### src/rtl/decoder_2x4_strobe.sv
// Handshaked 2**N_SEL-way decoder: each accepted code drives one line of y for
// HOLD_CYCLES clocks, then a GAP_CYCLES recovery window with done/aborted strobes.
module decoder_2x4_strobe #(
  parameter int N_SEL       = 2,
  parameter int HOLD_CYCLES = 4,
  parameter int GAP_CYCLES  = 1
) (
  input  logic                  clk,
  input  logic                  rst_n,
  input  logic                  en,
  input  logic [N_SEL-1:0]      i,
  input  logic                  i_valid,
  output logic                  in_ready,
  output logic [2**N_SEL-1:0]   y,
  output logic                  busy,
  output logic                  done,
  output logic                  aborted
);

  localparam int N_OUT   = 2**N_SEL;
  localparam int CNT_MAX = (HOLD_CYCLES > GAP_CYCLES) ? HOLD_CYCLES : GAP_CYCLES;
  localparam int CNT_W   = $clog2(CNT_MAX + 1);
  localparam logic [CNT_W-1:0] HOLD_LAST = CNT_W'(HOLD_CYCLES - 1);
  localparam logic [CNT_W-1:0] GAP_LAST  = CNT_W'((GAP_CYCLES > 0) ? GAP_CYCLES - 1 : 0);

  typedef enum logic [1:0] {IDLE, HOLD, GAP} state_e;

  state_e           state, state_nxt;
  logic [CNT_W-1:0] cnt, cnt_nxt;
  logic [N_OUT-1:0] y_nxt;
  logic             busy_nxt, done_nxt, aborted_nxt;

  // NOTE: sequential state uses non-blocking assignments only; the reset is
  // synchronous, so rst_n is tested inside the clocked block, not in the sensitivity list.
  always_ff @(posedge clk) begin
    if (!rst_n) begin
      state   <= IDLE;
      cnt     <= '0;
      y       <= '0;
      busy    <= 1'b0;
      done    <= 1'b0;
      aborted <= 1'b0;
    end else begin
      state   <= state_nxt;
      cnt     <= cnt_nxt;
      y       <= y_nxt;
      busy    <= busy_nxt;
      done    <= done_nxt;
      aborted <= aborted_nxt;
    end
  end

  // NOTE: every signal written here gets a default first, so no latch is inferred.
  always_comb begin
    state_nxt   = state;
    cnt_nxt     = cnt;
    y_nxt       = y;
    busy_nxt    = busy;
    done_nxt    = 1'b0;
    aborted_nxt = 1'b0;
    case (state)
      IDLE: begin
        if (i_valid && in_ready) begin
          y_nxt     = N_OUT'(1) << i;
          cnt_nxt   = HOLD_LAST;
          state_nxt = HOLD;
          busy_nxt  = 1'b1;
        end
      end
      HOLD: begin
        // Dropping en wins over a normal completion on the last HOLD cycle.
        if (!en) begin
          y_nxt       = '0;
          state_nxt   = IDLE;
          busy_nxt    = 1'b0;
          aborted_nxt = 1'b1;
        end else if (cnt != '0) begin
          cnt_nxt = cnt - CNT_W'(1);
        end else begin
          y_nxt    = '0;
          done_nxt = 1'b1;
          if (GAP_CYCLES > 0) begin
            state_nxt = GAP;
            cnt_nxt   = GAP_LAST;
          end else begin
            state_nxt = IDLE;
            busy_nxt  = 1'b0;
          end
        end
      end
      GAP: begin
        if (!en) begin
          state_nxt   = IDLE;
          busy_nxt    = 1'b0;
          aborted_nxt = 1'b1;
        end else if (cnt == '0) begin
          state_nxt = IDLE;
          busy_nxt  = 1'b0;
        end else begin
          cnt_nxt = cnt - CNT_W'(1);
        end
      end
      default: begin
        state_nxt = IDLE;
        y_nxt     = '0;
        busy_nxt  = 1'b0;
      end
    endcase
  end

  always_comb begin
    in_ready = (state == IDLE) && en && rst_n;
  end

endmodule
### config.mk
export PLATFORM = sky130hd
export DESIGN_NAME = decoder_2x4_strobe
export DESIGN_NICKNAME = d
export VERILOG_FILES = /design/src/rtl/decoder_2x4_strobe.sv
export SDC_FILE = /design/constraint.sdc
export NUM_CORES = 1
export LEC_CHECK = 0
export CORE_MARGIN = 4
export CORE_UTILIZATION = 48
export CTS_CLUSTER_SIZE = 40
export DETAILED_ROUTE_END_ITERATION = 8
export GPL_ROUTABILITY_DRIVEN = 0
export GPL_TIMING_DRIVEN = 1
export PLACE_DENSITY = 0.74
export SKIP_CTS_REPAIR_TIMING = 1
export SYNTH_ARGS = -nofsm -noshare
export SYNTH_HDL_FRONTEND = slang
export SYNTH_SLANG_ARGS = --single-unit
### constraint.sdc
create_clock -name clk -period 2.3 [get_ports clk]
set_clock_uncertainty 0.1 [all_clocks]
set_input_delay 0.345 -clock clk [delete_from_list [all_inputs] [get_ports clk]]
set_output_delay 0.345 -clock clk [all_outputs]
set_load 0.005 [all_outputs]
==> impl_metrics.toml, run 1 <==
[outcome]
status = "finished, final reports clean"

[place]
place_ws_ns = 0.215
io_buffers = 13
dpl.hpwl_mm = 1.14
dpl.cell_count = 107

[clock_tree]
clk_pin_slew_ns = 0.08
tritoncts = "done"
cts_buffers = 3
clk_latency_ns = 0.27
htree_levels = 1
cts-root-buf = "clkbuf_4"
clock_path_buffers = 2
cts_sinks = 12

[setup_path]
end_kind = "output port"
path_delay_family = "buffers and inverters"
cp_max_fo = 6
path_class = "flop to output port"
critPathArrivalTime_ns = 1.70
crit_required_ns = 1.86
crit_chain = "inv_1, ha_1, nand2_1, nor2_1, clkdlybuf4s50_1"
cpMaxStageDelayCell = "clkdlybuf4s50_1"
cp_num_buf_inv = 2
start_kind = "flop"
cpPeakStageDelay_ns = 0.51

[timing]
period_minus_slack_ns = 2.14
worstMarginPinSlew_ns = 0.398
hold_viol = 0
timing.slew.headroom_pct = 72.8
clock.fmax_ghz = 0.467
setup_tns_ns = 0
fin_ws_ns = 0.160
setup_violations = 0
drv_slew = 0
fin_crit_sh_pct = 93.1
rsz0062_at_grt = "no"

[pwr]
power-per-cell-area_mw_per_mm2 = 1180
peakVddDrop_mv = 0.572
leakage_nw = 0.367
design_power_total_mw = 1.00

[final_layout]
final_nets = 109
antenna_cells = 0
num-fill-cells = 108
area.growth.synth_to_final_pct = 24.4
fin_cells = 110
most-common-layout-cells = "13 x clkdlybuf4s50_1, 12 x dfxtp_1, 11 x nand2_1, 9 x inv_1"
final_common_cell = "clkdlybuf4s50_1"
drive_gt1_share_pct = 7.37

[yosys]
syn_inst = 80
synth_top_area_share_pct = 35.3
synth_warnings = 0
yosysTopAreaCell = "dfxtp_1"
syn_area_per_cell_um2 = 8.51
ys_ff_latch = 12
synth.distinct_cells = 27
synth-edff-count = 0
yosysSeqAreaShare_pct = 35.3
async_reset_ff_share_pct = 0
syn-cell-area_um2 = 681
synth_nets = 92
ys.flop_type = "dfxtp_1"
synth.area.top_cells = "dfxtp_1 35%, ha_1 11%, mux2i_1 8.8%"

[route]
top_layer = "met4"
routed-wl-met2_um = 629
vias = 609
viasPerCell = 5.54
dr_wl_met3_um = 94
drtIter0Drc = 15
drc = 0
wl_mm = 1.45
wl_per_cell_um = 13.2
ant_nets = 0
dr.pass1.iters = 4
wirelength_met1_um = 714

[worst_hold_path]
hold_path_class = "flop to flop"

[run]
max-cap-violations = 0

[grt]
grt_pass1_wl_mm = 2.48
grt-ovfl-total = 0
antenna_found_initial = 0
grt_max_degree = 9
grt_pass1_vias = 575
grtUsageTotal_pct = 16.5

[floorplanning]
core-area_mm2 = 0.00132
floorplan.io_pins = 14
row_count = 13
initial_core_util_pct = 51.7
die_area_mm2 = 0.00208
dieWidth_um = 45.7
dieHeight_um = 45.7
path summary, 6_finish.rpt:
kind	startpoint	end	slack, ns	cells past startpoint
setup reg to reg	state[0]	cnt[0]	0.53	6
hold / removal	y[2]	y[2]	0.36	2
setup / recovery	state[0]	in_ready	0.16	5
hold reg to reg	y[2]	y[2]	0.36	2
logic make-up (layout without fill, tap and decap cells):
family	after synthesis	count (layout)	synth area share (%)
AO/OA/AOI/OAI	13	13	13.6
multiplexers	6	6	8.82
flip-flops	12	12	35.3
adder cells (fa/ha/maj)	6	6	11.0
buffers and inverters	13	28	9.01
AND/OR/NAND/NOR	30	30	22.2
where the power goes:
group          switching (mW)  internal [mW]
Sequential             0.0409          0.272
Clock                  0.0677         0.0605
Combinational           0.303          0.260
cell usage after synthesis, types with 2 or more instances:
library cell and n:
inv_1 9, o21ai_0 2, nor3_1 4, nor2_1 4, a32oi_1 2, ha_1 6
nand2b_1 2, a21oi_1 3, a2111oi_0 2, dfxtp_1 12, nand2_1 11, mux2i_1 6
nand3_1 3
worst register-to-register path, delay by kind of cell (launching register included):
family	cells	cell delay [ns]
buffers and inverters	1	0.09
DFF	1	0.40
adders and majority gates	1	0.26
AOI/OAI and AO/OA	2	0.53
and+or+nand+nor	2	0.27
area by class of cell:
cell class	count	area (um^2)	area share (%)
clock buffer	3	22.5	2.66
sequential	12	240	28.4
multi-input combinational	55	379	44.8
inverter	9	33.8	3.99
timing repair buffer	16	153	18.0
tap	15	18.8	2.22
through the flow:
stage | hold slack, ns | util (%) | area (um^2)
2_1_floorplan | 0.354 | - | 681
3_3_place_gp | 0.347 | 62.6 | 825
3_5_place_dp | 0.355 | 62.6 | 825
4_1_cts | 0.366 | 64.3 | 847
5_1_grt | 0.400 | 64.3 | 847
6_report | 0.364 | 64.3 | 847
flip-flops by register name, summed over array words and instances, names as in the netlist:
| signal | count |
|---|---|
| aborted | 1 |
| busy | 1 |
| cnt | 3 |
| done | 1 |
| state | 2 |
| y | 4 |
routing by layer:
layer | vias to the layer above | global-route usage [%]
li1 | 308 | -
met1 | 281 | 22.8
met2 | 18 | 23.7
met3 | 2 | 5.93
met4 | 0 | 5.26
met5 | - | 0
No activity file was read; power rests on OpenSTA's default activity.
==> run 2: changes to the inputs <==
--- a/config.mk
+++ b/config.mk
@@ -5,13 +5,15 @@
 export SDC_FILE = /design/constraint.sdc
 export NUM_CORES = 1
 export LEC_CHECK = 0
+export CELL_PAD_IN_SITES_DETAIL_PLACEMENT = 0
+export CELL_PAD_IN_SITES_GLOBAL_PLACEMENT = 2
 export CORE_MARGIN = 4
-export CORE_UTILIZATION = 48
+export CORE_UTILIZATION = 28
 export CTS_CLUSTER_SIZE = 40
 export DETAILED_ROUTE_END_ITERATION = 8
 export GPL_ROUTABILITY_DRIVEN = 0
 export GPL_TIMING_DRIVEN = 1
-export PLACE_DENSITY = 0.74
+export PLACE_DENSITY = 0.73
 export SKIP_CTS_REPAIR_TIMING = 1
 export SYNTH_ARGS = -nofsm -noshare
 export SYNTH_HDL_FRONTEND = slang
==> run 2 against run 1 <==
Effect of this change:
- core utilization fell by 26 points
- final area rose by 1.9%
- register-to-register slack about the same
- clock-buffer cell count stayed put
- power is 1.2% lower
- via count down 2.5%
- non-clock buffer count unchanged
- global-route usage fell by 6.5 points
- largest power group unchanged
- critical path depth fell by 1
- highest routed layer unchanged
- sequential power shrank 1%
- combinational power down 0.9%
- hold slack is essentially flat
==> impl_metrics.toml, run 2 (same netlist as run 1, synthesis figures left out) <==
[outcome]
status = "finished, final reports clean"

[timing]
setup_tns_ns = 0
drv_slew = 0
setup_violations = 0
rsz0062_at_grt = "no"
fin_crit_sh_pct = 94.0
worstMarginPinSlew_ns = 0.366
clock.fmax_ghz = 0.462
timing.slew.headroom_pct = 75.0
holdWs_ns = 0.363
fin_ws_ns = 0.138
period_minus_slack_ns = 2.16
hold_viol = 0

[pwr]
power-per-cell-area_mw_per_mm2 = 1150
peakVddDrop_mv = 0.401
design_power_total_uw = 992
leakage_nw = 0.367

[final_layout]
area.growth.synth_to_final_pct = 26.8
most-common-layout-cells = "13 x clkdlybuf4s50_1, 12 x dfxtp_1, 11 x nand2_1, 9 x inv_1"
largestRegisters = "y (4), cnt (3), state (2)"
num-fill-cells = 251
utilization_pct = 38.3
final_nets = 109
largest_register_ffs = 4
top_register = "y"
final_common_cell = "clkdlybuf4s50_1"
drive_gt1_share_pct = 7.37
antenna_cells = 0

[route]
dr.pass1.iters = 4
vias = 594
viasPerCell = 4.83
drtIter0Drc = 9
ant_nets = 0
drc = 0
wl_mm = 1.45
wl_per_cell_um = 11.8

[floorplanning]
row_count = 17
die_area_mm2 = 0.00328
initial_core_util_pct = 30.2
core-area_mm2 = 0.00225
dieHeight_um = 57.3
floorplan.io_pins = 14
dieWidth_um = 57.3

[setup_path]
path_class = "input pin to output port"
path_delay_family = "buffers and inverters"
cp_num_buf_inv = 3
crit_required_ns = 1.86
crit_top_cell = "clkdlybuf4s50_1"
start_kind = "input pin"
critPathArrivalTime_ns = 1.72
cpMaxStageDelayCell = "clkdlybuf4s50_1"
cpPeakStageDelay_ns = 0.66
cp_max_fo = 9
crit_chain = "clkdlybuf4s50_1, inv_1, nor2_1, clkdlybuf4s50_1"
end_kind = "output port"

[place]
dpl.hpwl_mm = 1.14
io_buffers = 13
place_ws_ns = 0.142

[clock_tree]
clk_pin_slew_ns = 0.07
clk_latency_ns = 0.26
cts_buffers = 3
cts-root-buf = "clkbuf_4"
htree_levels = 1
cts_sinks = 12
tritoncts = "done"
clock_path_buffers = 2

[grt]
grt_pass1_vias = 604
antenna_found_initial = 0
grt_max_degree = 10
grtUsageTotal_pct = 10.0
grt_pass1_wl_mm = 2.58
grt-ovfl-total = 0

[run]
max-cap-violations = 0

[worst_hold_path]
hold_path_class = "flop to flop"
[run 2: cell counts in the layout (fill, tap and decap cells not counted)]
Identical to the previous run, type by type.
[run 2: area by class of cell]
cell class / instances / area [um^2] / share of cell area, %
clock buffers: 3 / 22.5 / 2.61
inverters: 9 / 33.8 / 3.91
multi-input cells: 55 / 379 / 43.9
flip-flops and latches: 12 / 240 / 27.8
well taps: 28 / 35.0 / 4.06
repair buffers: 16 / 153 / 17.7
[run 2: routing by layer]
| layer | up-vias | global-route usage (%) | share of wire (%) |
|---|---|---|---|
| met4 | 0 | 4.97 | 1.3 |
| met2 | 8 | 14.0 | 41 |
| li1 | 313 | - | - |
| met3 | 2 | 2.71 | 4.1 |
| met5 | - | 0 | 0 |
| met1 | 271 | 14.0 | 54 |
[run 2: path summary, 6_finish.rpt]
kind / startpoint / to / slack, ns / cells past startpoint
max: en / in_ready / 0.14 / 4
min: y[1] / y[1] / 0.36 / 2
max reg2reg: state[0] / cnt[0] / 0.54 / 6
min reg2reg: y[1] / y[1] / 0.36 / 2
[run 2: per-stage QoR]
| stage | std cells | cell area [um^2] |
|---|---|---|
| after floorplan | 80 | 681 |
| after global placement | 120 | 841 |
| after detailed placement | 120 | 841 |
| after CTS | 123 | 863 |
| after global routing | 123 | 863 |
| final | 123 | 863 |
[run 2: report_power, final]
group | internal [mW] | switching [mW] | leakage (nW) | total [mW]
clock network | 0.0604 | 0.0649 | 0.0138 | 0.125
logic | 0.257 | 0.300 | 0.255 | 0.557
registers | 0.272 | 0.0373 | 0.0982 | 0.309
[run 2: worst min-delay path, delay by kind of cell, from the launching register on]
family	cells	cell delay, ns
muxes	1	0.06
and+or+nand+nor	1	0.05
DFF	1	0.31
